===== src/rtl/rv_decode_pkg.sv =====
`default_nettype none
// ============================================================================
// Module   : rv_decode_pkg
// Purpose  : Shared RV32 decode constants: major opcodes, one-hot class bit
//            indices, exact system words and the immediate format selector.
// Revision : 1.0  initial release
// ============================================================================
package rv_decode_pkg;

  // Major opcodes (inst[6:0])
  localparam logic [6:0] OPC_LOAD     = 7'h03;
  localparam logic [6:0] OPC_MISC_MEM = 7'h0F;
  localparam logic [6:0] OPC_OP_IMM   = 7'h13;
  localparam logic [6:0] OPC_AUIPC    = 7'h17;
  localparam logic [6:0] OPC_STORE    = 7'h23;
  localparam logic [6:0] OPC_OP       = 7'h33;
  localparam logic [6:0] OPC_LUI      = 7'h37;
  localparam logic [6:0] OPC_BRANCH   = 7'h63;
  localparam logic [6:0] OPC_JALR     = 7'h67;
  localparam logic [6:0] OPC_JAL      = 7'h6F;
  localparam logic [6:0] OPC_SYSTEM   = 7'h73;

  // One-hot class vector layout {mach, csr, cust, mem, jmp, alu}
  localparam int CLS_W    = 6;
  localparam int CLS_ALU  = 0;
  localparam int CLS_JMP  = 1;
  localparam int CLS_MEM  = 2;
  localparam int CLS_CUST = 3;
  localparam int CLS_CSR  = 4;
  localparam int CLS_MACH = 5;

  // Machine-level SYSTEM words recognised only as exact encodings
  localparam logic [31:0] WORD_ECALL  = 32'h0000_0073;
  localparam logic [31:0] WORD_EBREAK = 32'h0010_0073;
  localparam logic [31:0] WORD_MRET   = 32'h3020_0073;
  localparam logic [31:0] WORD_WFI    = 32'h1050_0073;

  // Immediate extraction format
  typedef enum logic [2:0] {
    FMT_NONE = 3'd0,
    FMT_I    = 3'd1,
    FMT_S    = 3'd2,
    FMT_B    = 3'd3,
    FMT_U    = 3'd4,
    FMT_J    = 3'd5,
    FMT_CSR  = 3'd6
  } imm_fmt_e;

endpackage
`default_nettype wire


===== src/rtl/rv_decode_comb.sv =====
`default_nettype none
// ============================================================================
// Module   : rv_decode_comb
// Purpose  : Purely combinational RV32 word decoder.
// Ports    : instr   in  32      instruction word
//            cls     out 6       one-hot class {mach,csr,cust,mem,jmp,alu}
//            illegal out 1       no class matched
//            rd_we   out 1       writes rd (never for rd==0)
//            imm     out XLEN    sign-extended immediate (0 where none)
// Revision : 1.0  initial release
// ============================================================================
module rv_decode_comb
  import rv_decode_pkg::*;
#(
  parameter int         XLEN        = 32,
  parameter logic [6:0] CUST_OPCODE = 7'h7F
) (
  input  logic [31:0]      instr,
  output logic [CLS_W-1:0] cls,
  output logic             illegal,
  output logic             rd_we,
  output logic [XLEN-1:0]  imm
);

  logic [6:0]  opc;
  logic [2:0]  f3;
  logic        writes;
  imm_fmt_e    fmt;
  logic [31:0] imm32;

  assign opc = instr[6:0];
  assign f3  = instr[14:12];

  always_comb begin
    cls    = '0;
    fmt    = FMT_NONE;
    writes = 1'b0;
    // Non-32-bit encodings (low bits != 11) never match any class.
    if (instr[1:0] == 2'b11) begin
      if (opc == CUST_OPCODE) begin
        cls[CLS_CUST] = 1'b1;
        writes        = 1'b1;
      end else begin
        case (opc)
          OPC_LUI, OPC_AUIPC: begin
            cls[CLS_ALU] = 1'b1; fmt = FMT_U; writes = 1'b1;
          end
          OPC_OP_IMM: begin
            cls[CLS_ALU] = 1'b1; fmt = FMT_I; writes = 1'b1;
          end
          OPC_OP: begin
            cls[CLS_ALU] = 1'b1; writes = 1'b1;
          end
          OPC_JAL: begin
            cls[CLS_JMP] = 1'b1; fmt = FMT_J; writes = 1'b1;
          end
          OPC_JALR: begin
            if (f3 == 3'd0) begin
              cls[CLS_JMP] = 1'b1; fmt = FMT_I; writes = 1'b1;
            end
          end
          OPC_BRANCH: begin
            if (f3 != 3'd2 && f3 != 3'd3) begin
              cls[CLS_JMP] = 1'b1; fmt = FMT_B;
            end
          end
          OPC_LOAD: begin
            if (f3 == 3'd0 || f3 == 3'd1 || f3 == 3'd2 || f3 == 3'd4 || f3 == 3'd5) begin
              cls[CLS_MEM] = 1'b1; fmt = FMT_I; writes = 1'b1;
            end
          end
          OPC_STORE: begin
            if (f3 <= 3'd2) begin
              cls[CLS_MEM] = 1'b1; fmt = FMT_S;
            end
          end
          OPC_MISC_MEM: begin
            // Only FENCE (funct3=0) is accepted; treated as a machine op.
            if (f3 == 3'd0) cls[CLS_MACH] = 1'b1;
          end
          OPC_SYSTEM: begin
            if (f3 != 3'd0 && f3 != 3'd4) begin
              cls[CLS_CSR] = 1'b1; fmt = FMT_CSR; writes = 1'b1;
            end else if (instr == WORD_ECALL || instr == WORD_EBREAK ||
                         instr == WORD_MRET  || instr == WORD_WFI) begin
              cls[CLS_MACH] = 1'b1;
            end
          end
          default: ;
        endcase
      end
    end
  end

  always_comb begin
    case (fmt)
      FMT_I:   imm32 = {{20{instr[31]}}, instr[31:20]};
      FMT_S:   imm32 = {{20{instr[31]}}, instr[31:25], instr[11:7]};
      FMT_B:   imm32 = {{19{instr[31]}}, instr[31], instr[7], instr[30:25], instr[11:8], 1'b0};
      FMT_U:   imm32 = {instr[31:12], 12'b0};
      FMT_J:   imm32 = {{11{instr[31]}}, instr[31], instr[19:12], instr[20], instr[30:21], 1'b0};
      // CSR address is zero-extended; bit 31 is 0 so the sign extension below keeps it positive.
      FMT_CSR: imm32 = {20'b0, instr[31:20]};
      default: imm32 = 32'b0;
    endcase
  end

  generate
    if (XLEN > 32) begin : g_imm_wide
      assign imm = {{(XLEN-32){imm32[31]}}, imm32};
    end else begin : g_imm_native
      assign imm = imm32[XLEN-1:0];
    end
  endgenerate

  assign illegal = ~|cls;
  assign rd_we   = writes && (instr[11:7] != 5'd0);

endmodule
`default_nettype wire


===== src/rtl/instr_decode_queue.sv =====
`default_nettype none
// ============================================================================
// Module   : instr_decode_queue
// Purpose  : Buffered RV32 decode stage: DEPTH-entry fetch queue, combinational
//            decode of the head entry, registered output bundle.
// Ports    : clk, rst_n (async active-low), flush
//            in_valid/in_ready/in_instr/in_pc        fetch side handshake
//            dec_valid/dec_ready and dec_* bundle    issue side handshake
//            occupancy                                valid queue entries
// Revision : 1.0  initial release
// ============================================================================
module instr_decode_queue
  import rv_decode_pkg::*;
#(
  parameter int         XLEN        = 32,
  parameter int         DEPTH       = 4,
  parameter logic [6:0] CUST_OPCODE = 7'h7F
) (
  input  logic                       clk,
  input  logic                       rst_n,
  input  logic                       flush,
  input  logic                       in_valid,
  output logic                       in_ready,
  input  logic [31:0]                in_instr,
  input  logic [XLEN-1:0]            in_pc,
  output logic                       dec_valid,
  input  logic                       dec_ready,
  output logic [XLEN-1:0]            dec_pc,
  output logic [5:0]                 dec_class,
  output logic                       dec_illegal,
  output logic [4:0]                 dec_rd,
  output logic [4:0]                 dec_rs1,
  output logic [4:0]                 dec_rs2,
  output logic                       dec_rd_we,
  output logic [XLEN-1:0]            dec_imm,
  output logic [$clog2(DEPTH+1)-1:0] occupancy
);

  localparam int                PTR_W    = (DEPTH > 1) ? $clog2(DEPTH) : 1;
  localparam int                OCC_W    = $clog2(DEPTH+1);
  localparam logic [OCC_W-1:0]  OCC_FULL = OCC_W'(DEPTH);

  logic [31:0]       q_instr [DEPTH];
  logic [XLEN-1:0]   q_pc    [DEPTH];
  logic [PTR_W-1:0]  wr_ptr;
  logic [PTR_W-1:0]  rd_ptr;

  logic              push;
  logic              pop;
  logic [31:0]       head_instr;
  logic [CLS_W-1:0]  head_cls;
  logic              head_illegal;
  logic              head_rd_we;
  logic [XLEN-1:0]   head_imm;

  // Ready depends only on registered occupancy and flush, so a full queue
  // does not open up in the same cycle it is popped.
  assign in_ready = !flush && (occupancy < OCC_FULL);
  assign push     = in_valid && in_ready;
  assign pop      = !flush && (occupancy != '0) && (!dec_valid || dec_ready);

  assign head_instr = q_instr[rd_ptr];

  rv_decode_comb #(
    .XLEN        (XLEN),
    .CUST_OPCODE (CUST_OPCODE)
  ) u_decode (
    .instr   (head_instr),
    .cls     (head_cls),
    .illegal (head_illegal),
    .rd_we   (head_rd_we),
    .imm     (head_imm)
  );

  // Storage carries no reset: entry validity lives entirely in occupancy.
  always_ff @(posedge clk) begin
    if (push) begin
      q_instr[wr_ptr] <= in_instr;
      q_pc[wr_ptr]    <= in_pc;
    end
  end

  always_ff @(posedge clk or negedge rst_n) begin
    if (!rst_n) begin
      wr_ptr    <= '0;
      rd_ptr    <= '0;
      occupancy <= '0;
    end else if (flush) begin
      wr_ptr    <= '0;
      rd_ptr    <= '0;
      occupancy <= '0;
    end else begin
      if (push) wr_ptr <= wr_ptr + 1'b1;
      if (pop)  rd_ptr <= rd_ptr + 1'b1;
      case ({push, pop})
        2'b10:   occupancy <= occupancy + 1'b1;
        2'b01:   occupancy <= occupancy - 1'b1;
        default: occupancy <= occupancy;
      endcase
    end
  end

  always_ff @(posedge clk or negedge rst_n) begin
    if (!rst_n) begin
      dec_valid   <= 1'b0;
      dec_pc      <= '0;
      dec_class   <= '0;
      dec_illegal <= 1'b0;
      dec_rd      <= '0;
      dec_rs1     <= '0;
      dec_rs2     <= '0;
      dec_rd_we   <= 1'b0;
      dec_imm     <= '0;
    end else if (flush) begin
      dec_valid <= 1'b0;
    end else if (pop) begin
      dec_valid   <= 1'b1;
      dec_pc      <= q_pc[rd_ptr];
      dec_class   <= head_cls;
      dec_illegal <= head_illegal;
      dec_rd      <= head_instr[11:7];
      dec_rs1     <= head_instr[19:15];
      dec_rs2     <= head_instr[24:20];
      dec_rd_we   <= head_rd_we;
      dec_imm     <= head_imm;
    end else if (dec_ready) begin
      dec_valid <= 1'b0;
    end
  end

endmodule
`default_nettype wire

===== config.mk =====
export PLATFORM = sky130hd
export DESIGN_NAME = instr_decode_queue
export DESIGN_NICKNAME = d
export VERILOG_FILES = /design/src/rtl/rv_decode_pkg.sv /design/src/rtl/rv_decode_comb.sv /design/src/rtl/instr_decode_queue.sv
export SDC_FILE = /design/constraint.sdc
export NUM_CORES = 1
export LEC_CHECK = 0
export ABC_AREA = 1
export BUFFER_PORTS_ARGS = -buffer_cell sky130_fd_sc_hd__buf_2
export CAP_MARGIN = 20
export CELL_PAD_IN_SITES_DETAIL_PLACEMENT = 1
export CELL_PAD_IN_SITES_GLOBAL_PLACEMENT = 1
export CORE_ASPECT_RATIO = 0.5
export CORE_MARGIN = 3
export CORE_UTILIZATION = 50
export CTS_CLUSTER_SIZE = 40
export DETAILED_ROUTE_END_ITERATION = 7
export GPL_TIMING_DRIVEN = 1
export PLACE_DENSITY_LB_ADDON = 0.2
export SYNTH_ARGS = -nofsm -noshare
export SYNTH_HDL_FRONTEND = slang
export SYNTH_SLANG_ARGS = --single-unit

===== constraint.sdc =====
create_clock -name clk -period 11.65 [get_ports clk]
set_input_delay 1.7475 -clock clk [delete_from_list [all_inputs] [get_ports clk]]
set_output_delay 1.7475 -clock clk [all_outputs]
set_load 0.02 [all_outputs]

==> After elaboration in Yosys (flattened, before gate mapping) <==
Memories as Yosys holds them, arrays and structs flattened. A register that Yosys moved wholly into a read port is not among the register bits.
Cells that the tools add are included.
{ "word_totals": {"regBits": 63, "ram_bits": 256, "inputBits": 69, "out_inout_bits": 92, "word_cells": 123, "n_memories": 2} }
{ "classes": {"addsub": 4, "magnitude_cmp": 2, "n_eq_ne": 32, "muxes": 39, "bitwise_logic": 1, "n_reduce_logical": 32} }
{ "memory_table": {"columns": ["name", "depth", "word_bits", "read_ports", "rd_clocked_by_memory_dff", "write_ports", "line_no", "rtl"], "rows": [
  ["q_instr", 4, 32, 1, 0, 1, "instr_decode_queue.sv:43", "logic [31:0] q_instr [DEPTH];"],
  ["q_pc", 4, 32, 1, 1, 1, "instr_decode_queue.sv:44", "logic [XLEN-1:0] q_pc [DEPTH];"]
]} }
{ "ops": {"columns": ["op", "n"], "rows": [
  ["one-hot mux 32 bit (6 select lines)", 1],
  ["== test 7 bit, second input constant", 5],
  ["== test 32 x 21 -> 1 bit, second input constant", 1],
  ["== test 32 x 29 -> 1 bit, second input constant", 1],
  ["== test 32 x 30 -> 1 bit, second input constant", 1],
  ["== test 32 x 7 -> 1 bit, second input constant", 1],
  ["one-hot mux 3 bit (8 select lines)", 1],
  ["== test 7 x 6 -> 1 bit, second input constant", 3],
  ["two-way mux 1 bit", 19],
  ["== test 3 bit, second input constant", 5],
  ["two-way mux 3 bit", 5],
  ["== test 7 x 5 -> 1 bit, second input constant", 2],
  ["two-way mux 2 bit", 7],
  ["nonzero test 3 bit", 4],
  ["== test 3 x 2 -> 1 bit, second input constant", 3],
  ["logical OR 1 bit", 8],
  ["== test 7 x 2 -> 1 bit, second input constant", 1],
  ["== test 7 x 4 -> 1 bit, second input constant", 1],
  ["logical AND 1 bit", 7],
  ["== test 3 x 1 -> 1 bit, second input constant", 2],
  ["two-way mux 6 bit", 1],
  ["inequality test 3 x 2 -> 1 bit, second input constant", 2],
  ["one-hot mux 3 bit (2 select lines)", 1],
  ["OR reduction 6 bit", 1],
  ["20 further kinds", 27]
]} }

==> Longest topological paths before layout <==
Gate-level depths: netlist (run 1).
An unclocked memory read counts as a cell.
{ "logic_depth": {"ltp_word": 12, "depth_mapped": 18, "mapped_depth_nobuf": 15} }

==> Hierarchy <==
Synthesis (run 1) repeated with hierarchy kept, for this count alone.
{ "unflattened": {"cells_unflattened": 1274, "area_unflattened_um2": 14355.0} }
{ "modules_own_cells": {"columns": ["module", "instances", "cells_each", "area_per_inst_um2", "seq_area_each_um2"], "rows": [
  ["instr_decode_queue", 1, 1054, 13188.9, 10064.7],
  ["rv_decode_comb", 1, 220, 1166.1, 0.0]
]} }

==> Worst setup path before layout (run 1) <==
Ideal clock, no wire load.
{ "synth_timing": {"path_kind": "in2reg", "from": "input flush", "to": "memory q_instr[0][0] (enable)", "setup_ns": 0.487, "arrival_time_ns": 5.080, "t_required_ns": 11.163, "setup_slack_ns": 6.084, "stages": 3, "n_path_buf": 0, "cell_sequence": "nor2_1 nand2_1 nor2_1"} }
{ "synth_via": {"elab_chain_cells": 5} }
{ "synth_rtl": {"columns": ["item", "line_no", "rtl"], "rows": [
  ["start: declaration", "instr_decode_queue.sv:21", "input logic flush,"],
  ["logical NOT 1 bit", "instr_decode_queue.sv:58", "assign in_ready = !flush && (occupancy < OCC_FULL);"],
  ["logical AND 1 bit", "instr_decode_queue.sv:58", null],
  ["logical AND 1 bit", "instr_decode_queue.sv:59", "assign push = in_valid && in_ready;"],
  ["two-way mux 1 bit", "instr_decode_queue.sv:77", "if (push) begin"],
  ["two-way mux 1 bit (not written as such)", "instr_decode_queue.sv:78", "q_instr[wr_ptr] <= in_instr;"],
  ["end: declaration", "instr_decode_queue.sv:43", null]
]} }
Every way passes these cells.

==> Worst setup path after layout (run 1) <==
{ "layout_timing": {"from": "register rd_ptr[0]", "to": "register dec_imm[15]"} }
{ "layout_via": {"elab_chain_cells": 12, "elab_cells_between_ends": 44, "classes_between": "1 x order compare; 24 x eq/ne; 9 x mux; 9 x reduce/logical; 1 x memory"} }
{ "layout_rtl": {"columns": ["item", "line_no", "rtl"], "rows": [
  ["start: declaration", "instr_decode_queue.sv:46", "logic [PTR_W-1:0] rd_ptr;"],
  ["start signal: assignment", "instr_decode_queue.sv:94", "if (pop) rd_ptr <= rd_ptr + 1'b1;"],
  ["memory read (4 x 32 bit) (*)", null, null],
  ["== test 3 x 1 -> 1 bit or logical NOT 3 bit (tied branches)", "rv_decode_comb.sv:68, rv_decode_comb.sv:58", null],
  ["logical OR 1 bit (4 in series)", "rv_decode_comb.sv:68", "if (f3 == 3'd0 || f3 == 3'd1 || f3 == 3'd2 || f3 == 3'd4 || f3 == 3'd5) begin"],
  ["two-way mux 1 bit", "rv_decode_comb.sv:68", null],
  ["one-hot mux 3 bit (8 select lines)", "rv_decode_comb.sv:44", "case (opc)"],
  ["two-way mux 3 bit", "rv_decode_comb.sv:40", "if (opc == CUST_OPCODE) begin"],
  ["two-way mux 3 bit", "rv_decode_comb.sv:39", "if (instr[1:0] == 2'b11) begin"],
  ["== test 3 bit (tied with other cells)", "rv_decode_comb.sv:96", "case (fmt)"],
  ["one-hot mux 32 bit (6 select lines) (*)", "rv_decode_comb.sv:96", null],
  ["end signal: assignment", "instr_decode_queue.sv:125", "dec_imm <= head_imm;"],
  ["end: declaration", "instr_decode_queue.sv:35", "output logic [XLEN-1:0] dec_imm,"]
]} }
Every way passes the cells marked *; elsewhere a longest branch is shown, timed or not.
A chain may end at the register's enable or synchronous reset.

==> metrics.csv, run 1 <==
metric,value,unit
clock sinks,351,
status,finished clean,
Cell Rows,43,
Synth Flop Type,edfxtp_1,
GRT Overall Usage,25.3,%
clk root buf,clkbuf_16,
CTS Hold Bufs,0,
Max-cap violations,0,
Placement Setup Slack,7.33,ns
CTS buffer count,31,
DP HPWL,23500,um
WS Path Type,reg2reg,
vias per cell,5.51,
Clock Skew,0.0171,ns
final hold vios,0,
I/O Pins,161,
first-pass GRT wire length,61200,um
H-tree levels,1,
drt pass-1 iters,5,
largest net degree at the start of global routing,133,
routed vias,10200,
# DRC,0,
Post-Syn Area,14500,um2
measured slew at the worst slew-check pin,1.10,ns
leakage,0.00703,uW
power per cell area,241,nW/um2
Final Cycle Share,35.1,%
aggregate routed wire length,39100,um
die area,31100,um2
grt ovf,0,
Rel. slew slack,26.2,%
max-slew violation count,0,
Avg Inst Size Synth,11.1,um2
clk slew on worst S/H paths,0.07,ns
IO Port Bufs,160,
Placer Congestion,0.812,
setup_tns,0,ns
min Tclk post-route,4.09,ns
Final setup viols,0,
RSZ-0062 raised after global routing,false,
Unique masters post-synth,37,
post-layout net count,1516,
total core area,28100,um2
wire per inst,21.1,um
VDD IR max,0.000128,V
"top cells by area, synth","edfxtp_1, dfrtp_1, nand2_1",
Worst-Skew Late Latency,0.59,ns
Iter 0 DRT Violations,740,
async set-reset flop share out of synthesis,27.1,%
Critical Path RT,12.17,ns
Crit Path Max Fanout,73,
post-synthesis register bit count,351,
synth warn,0,
chip height,126,um
Power Total,4010,uW
Post-DRT Antenna Nets,0,
number of post-CTS setup repair buffers,0,
Initial Util,51.5,%
synth cell count leaders,"nand2_1, edfxtp_1, nor2_1",
top-count cell post-synth,nand2_1,
Die W,247,um
CTS tree,yes,
PostCTS Resize Cnt,0,
Post-Synthesis Cells,1307,
Final Worst Setup Slack,7.56,ns
initial antenna violation count,4,
Crit. End Element,flop,
Post-synth EDFFs,256,
maximum clock insertion buffer count,3,
upper clock frequency limit,244,MHz
worst path arrival time,4.61,ns
sequential-to-total area share from yosys stat,69.5,%
vias in the first global route,10900,
fraction of layout cells with a size suffix above 1,18.7,%
Hold Crit Class,reg2reg,
Yosys top cell area share,53.1,%
Yosys top cell by area,edfxtp_1,
P&R area growth vs syn,14.9,%
startpoint type of the worst setup path,flop,
Final Util,59.2,%
Syn Nets,1381,
## kinds of logic after synthesis
logic type / share of synthesized area, %
AO/OA/AOI/OAI: 5.72
flip-flops: 69.5
adder cells (fa/ha/maj): 0.484
AND/OR/NAND/NOR: 20.5
buffers and inverters: 3.68
XOR/XNOR: 0.0605
## final cells by class
class / count / area [um2]
fillers: 2980 / 11500
flip-flops and latches: 351 / 10100
multi-input cells: 837 / 3910
repair buffers: 172 / 906
clock buffers: 45 / 868
well taps: 382 / 478
clock inverters: 13 / 193
inverters: 49 / 190
diodes: 3 / 7.51
## path summary, 6_finish.rpt
check                       startpoint            to  slack [ns]  cells past startpoint
setup / recovery             rd_ptr[0]   dec_imm[15]        7.56                     14
hold reg to reg            dec_imm[30]   dec_imm[30]        0.48                      2
max in group asynchronous        rst_n     dec_rd[0]        9.22                      2
setup reg to reg             rd_ptr[0]   dec_imm[15]        7.56                     14
min in group asynchronous        rst_n  occupancy[0]        1.13                      1
hold / removal             dec_imm[30]   dec_imm[30]        0.48                      2
## state kept, by name, indices dropped and copies added, names as in the netlist
signal	cells
dec_rd_we	1
dec_rs2	5
dec_rs1	5
dec_rd	5
dec_valid	1
occupancy	3
rd_ptr	2
dec_pc	32
dec_imm	32
wr_ptr	2
q_instr	128
dec_class	6
q_pc	128
dec_illegal	1
## critical path, cell delays in order (launching register included)
cell	delay [ns]
dfrtp_4	0.46
buf_4	0.56
buf_4	0.76
nand2_1	0.11
nand3_1	0.13
nand2_1	0.11
nand3_1	0.08
nor2_1	0.09
nand2_1	0.63
nand3_4	0.14
nor2_4	0.24
nand3_4	0.34
nand3_2	0.15
nand2_1	0.08
nand2_1	0.09
## metrics by stage
stage / std cells / instance area, um2 / hold WS, ns
after floorplan: 1307 / 14500 / 0.516
after global placement: 1790 / 15500 / 0.461
after detailed placement: 1790 / 15500 / 0.463
after CTS: 1848 / 16600 / 0.484
after global routing: 1852 / 16600 / 0.506
final: 1852 / 16600 / 0.483
## layer usage
layer / track usage (%) / wire length (um) / vias to the layer above
met4: 6.17 / 751 / 2
met2: 44.9 / 19600 / 230
met1: 32.7 / 16900 / 5181
met3: 4.46 / 1850 / 63
li1: - / - / 4736
met5: 0 / 13 / -
## power by group
group	internal (uW)	switching, uW
Sequential	1540	99.9
Combinational	341	944
Clock	612	472
Total	2490	1520
## layout by cell type (no fill, tap or decap), types with 3 or more instances in the layout
master       n
a21oi_1     14
a31oi_1     34
buf_2      159
buf_4       12
bufinv_16    4
clkbuf_1    10
clkbuf_16   31
clkbuf_8     4
clkinv_2     4
dfrtp_1     93
diode_2      3
edfxtp_1   256
ha_1         4
inv_1       42
inv_2        5
inv_6        3
nand2_1    304
nand2_2      8
nand3_1     88
nand3_2     21
nand3_4      3
nand4_1      6
nor2_1     210
nor2_4       8
nor3_1      20
o211ai_1     4
o21ai_0     95
Power figures use the tool's default switching activity.
==> run 2: changes to the inputs <==
--- a/config.mk
+++ b/config.mk
@@ -12,7 +12,7 @@
 export CELL_PAD_IN_SITES_GLOBAL_PLACEMENT = 1
 export CORE_ASPECT_RATIO = 0.5
 export CORE_MARGIN = 3
-export CORE_UTILIZATION = 50
+export CORE_UTILIZATION = 46
 export CTS_CLUSTER_SIZE = 40
 export DETAILED_ROUTE_END_ITERATION = 7
 export GPL_TIMING_DRIVEN = 1
==> constraint.sdc (replaced) <==
create_clock -name clk -period 3.9 [get_ports clk]
set_input_delay 0.585 -clock clk [delete_from_list [all_inputs] [get_ports clk]]
set_output_delay 0.585 -clock clk [all_outputs]
set_load 0.02 [all_outputs]
==> metrics.csv, run 2 (synthesis results as in run 1) <==
metric,value,unit
FF-to-FF Start,rd_ptr[0],
drt pass-1 iters,5,
flop2flop setup slack,0.79,ns
Clock Skew,0.0148,ns
vias per cell,5.33,
VDD IR max,0.000372,V
worst path cell trace,buf_4 -> nand2_1 -> nand2_1 -> nand2_1 -> nand2_1 -> nand2_1 -> nor2_2 -> nand3_2 -> nand3_1 -> nor2_4 -> nand3_4 -> nand3_2 -> nand2_1 -> nand2_1,
Iter 0 DRT Violations,620,
maximum clock insertion buffer count,3,
Final Cell Area,16800,um2
Power Total,12000,uW
RSZ-0062 raised after global routing,false,
total core area,30600,um2
Cell Rows,45,
upper clock frequency limit,321,MHz
clk slew on worst S/H paths,0.06,ns
leakage,0.00712,uW
die area,33800,um2
# DRC,0,
Critical Path RT,4.37,ns
IO Port Bufs,160,
ant diodes,0,
Final setup viols,0,
min Tclk post-route,3.11,ns
largest net degree at the start of global routing,84,
number of post-CTS setup repair buffers,0,
DP HPWL,24200,um
Placement Cell Area,15700,um2
Rel. slew slack,40.2,%
Hold Crit Class,in2async,
GRT Overall Usage,22.8,%
fraction of layout cells with a size suffix above 1,19.6,%
routed vias,10100,
CP most frequent cell,nand2_1,
CP peak stage delay,0.55,ns
PostCTS Resize Cnt,0,
Initial Util,47.2,%
P&R area growth vs syn,16.4,%
WS Path Type,reg2reg,
most frequent cells in the layout,"nand2_1, edfxtp_1, nor2_1",
CTS tree,yes,
Worst-Skew Late Latency,0.59,ns
Crit. End Element,flop,
chip height,131,um
top flop regs,"q_instr: 128 flops, q_pc: 128 flops",
Die W,257,um
Crit Path Max Fanout,57,
measured slew at the worst slew-check pin,0.897,ns
max-slew violation count,0,
Placer Congestion,0.807,
startpoint type of the worst setup path,flop,
status,finished clean,
post-layout net count,1526,
"most common cell after layout, fill and taps aside",nand2_1,
CTS Hold Bufs,0,
worst path arrival time,3.58,ns
grt ovf,0,
worst hold slack,0.128,ns
CTS buffer count,31,
initial antenna violation count,2,
Final Util,55.0,%
H-tree levels,1,
power per cell area,714,nW/um2
vias in the first global route,10800,
final hold vios,0,
FF-to-FF path depth,14,
r2r endpoint,dec_imm[24],
aggregate routed wire length,38500,um
Final Cycle Share,79.8,%
I/O Pins,161,
Worst path slowest cell,buf_4,
first-pass GRT wire length,60600,um
wire per inst,20.3,um
clk root buf,clkbuf_16,
Post-DRT Antenna Nets,0,
clock sinks,351,
Max-cap violations,0,
run 2: changes by cell type in the layout (fill, tap and decap cells not counted), sizes merged:
cell | previous run | this run
buf | 172 | 182
clkbuf | 45 | 49
diode | 3 | 0
clkinv | 6 | 4
inv | 51 | 49
run 2: worst max-delay path by stage:
stage	startpoint	cells past startpoint	endpoint	slack [ns]
after global placement	rd_ptr[0]	11	dec_imm[28]	0.88
after global routing	rd_ptr[0]	11	dec_imm[24]	0.45
after floorplan	flush	3	q_instr[0][0]	-0.50
final	rd_ptr[0]	14	dec_imm[24]	0.79
after detailed placement	rd_ptr[0]	11	dec_imm[22]	0.81
after CTS	rd_ptr[0]	12	dec_imm[10]	0.77
run 2: worst max-delay path, delay by kind of cell (launching register included):
kind | cells | cell delay [ns]
flops | 1 | 0.53
buf+inv | 1 | 0.55
simple gates | 13 | 1.88
run 2: layout make-up:
cell class                      instances  area, um2
Clock buffer                           49        951
Clock inverter                          9        163
Fill cell                            3328      13800
Inverter                               49        190
Multi-Input combinational cell        837       3910
Sequential cell                       351      10100
Tap cell                              423        529
Timing Repair Buffer                  182       1030
run 2: where the power goes:
part	switching (uW)	leakage, uW	total, uW	internal (uW)
combinational	2760	0.00307	3800	1030
sequential	321	0.00351	4910	4590
clock	1380	0.000548	3320	1940
run 2: stage by stage:
stage,setup slack [ns],cells,TNS [ns]
3_5_place_dp,0.811,1842,0
3_3_place_gp,0.877,1842,0
4_1_cts,0.773,1900,0
5_1_grt,0.454,1900,0
6_report,0.788,1900,0
2_1_floorplan,-0.504,1307,-129.01
run 2: metal layers:
layer / track usage, % / vias to the layer above / part of all wire (%)
li1: - / 4751 / -
met1: 30.3 / 5130 / 45
met2: 39.8 / 187 / 49
met3: 3.37 / 56 / 3.7
met4: 5.31 / 4 / 1.9
met5: 0 / - / 0.060
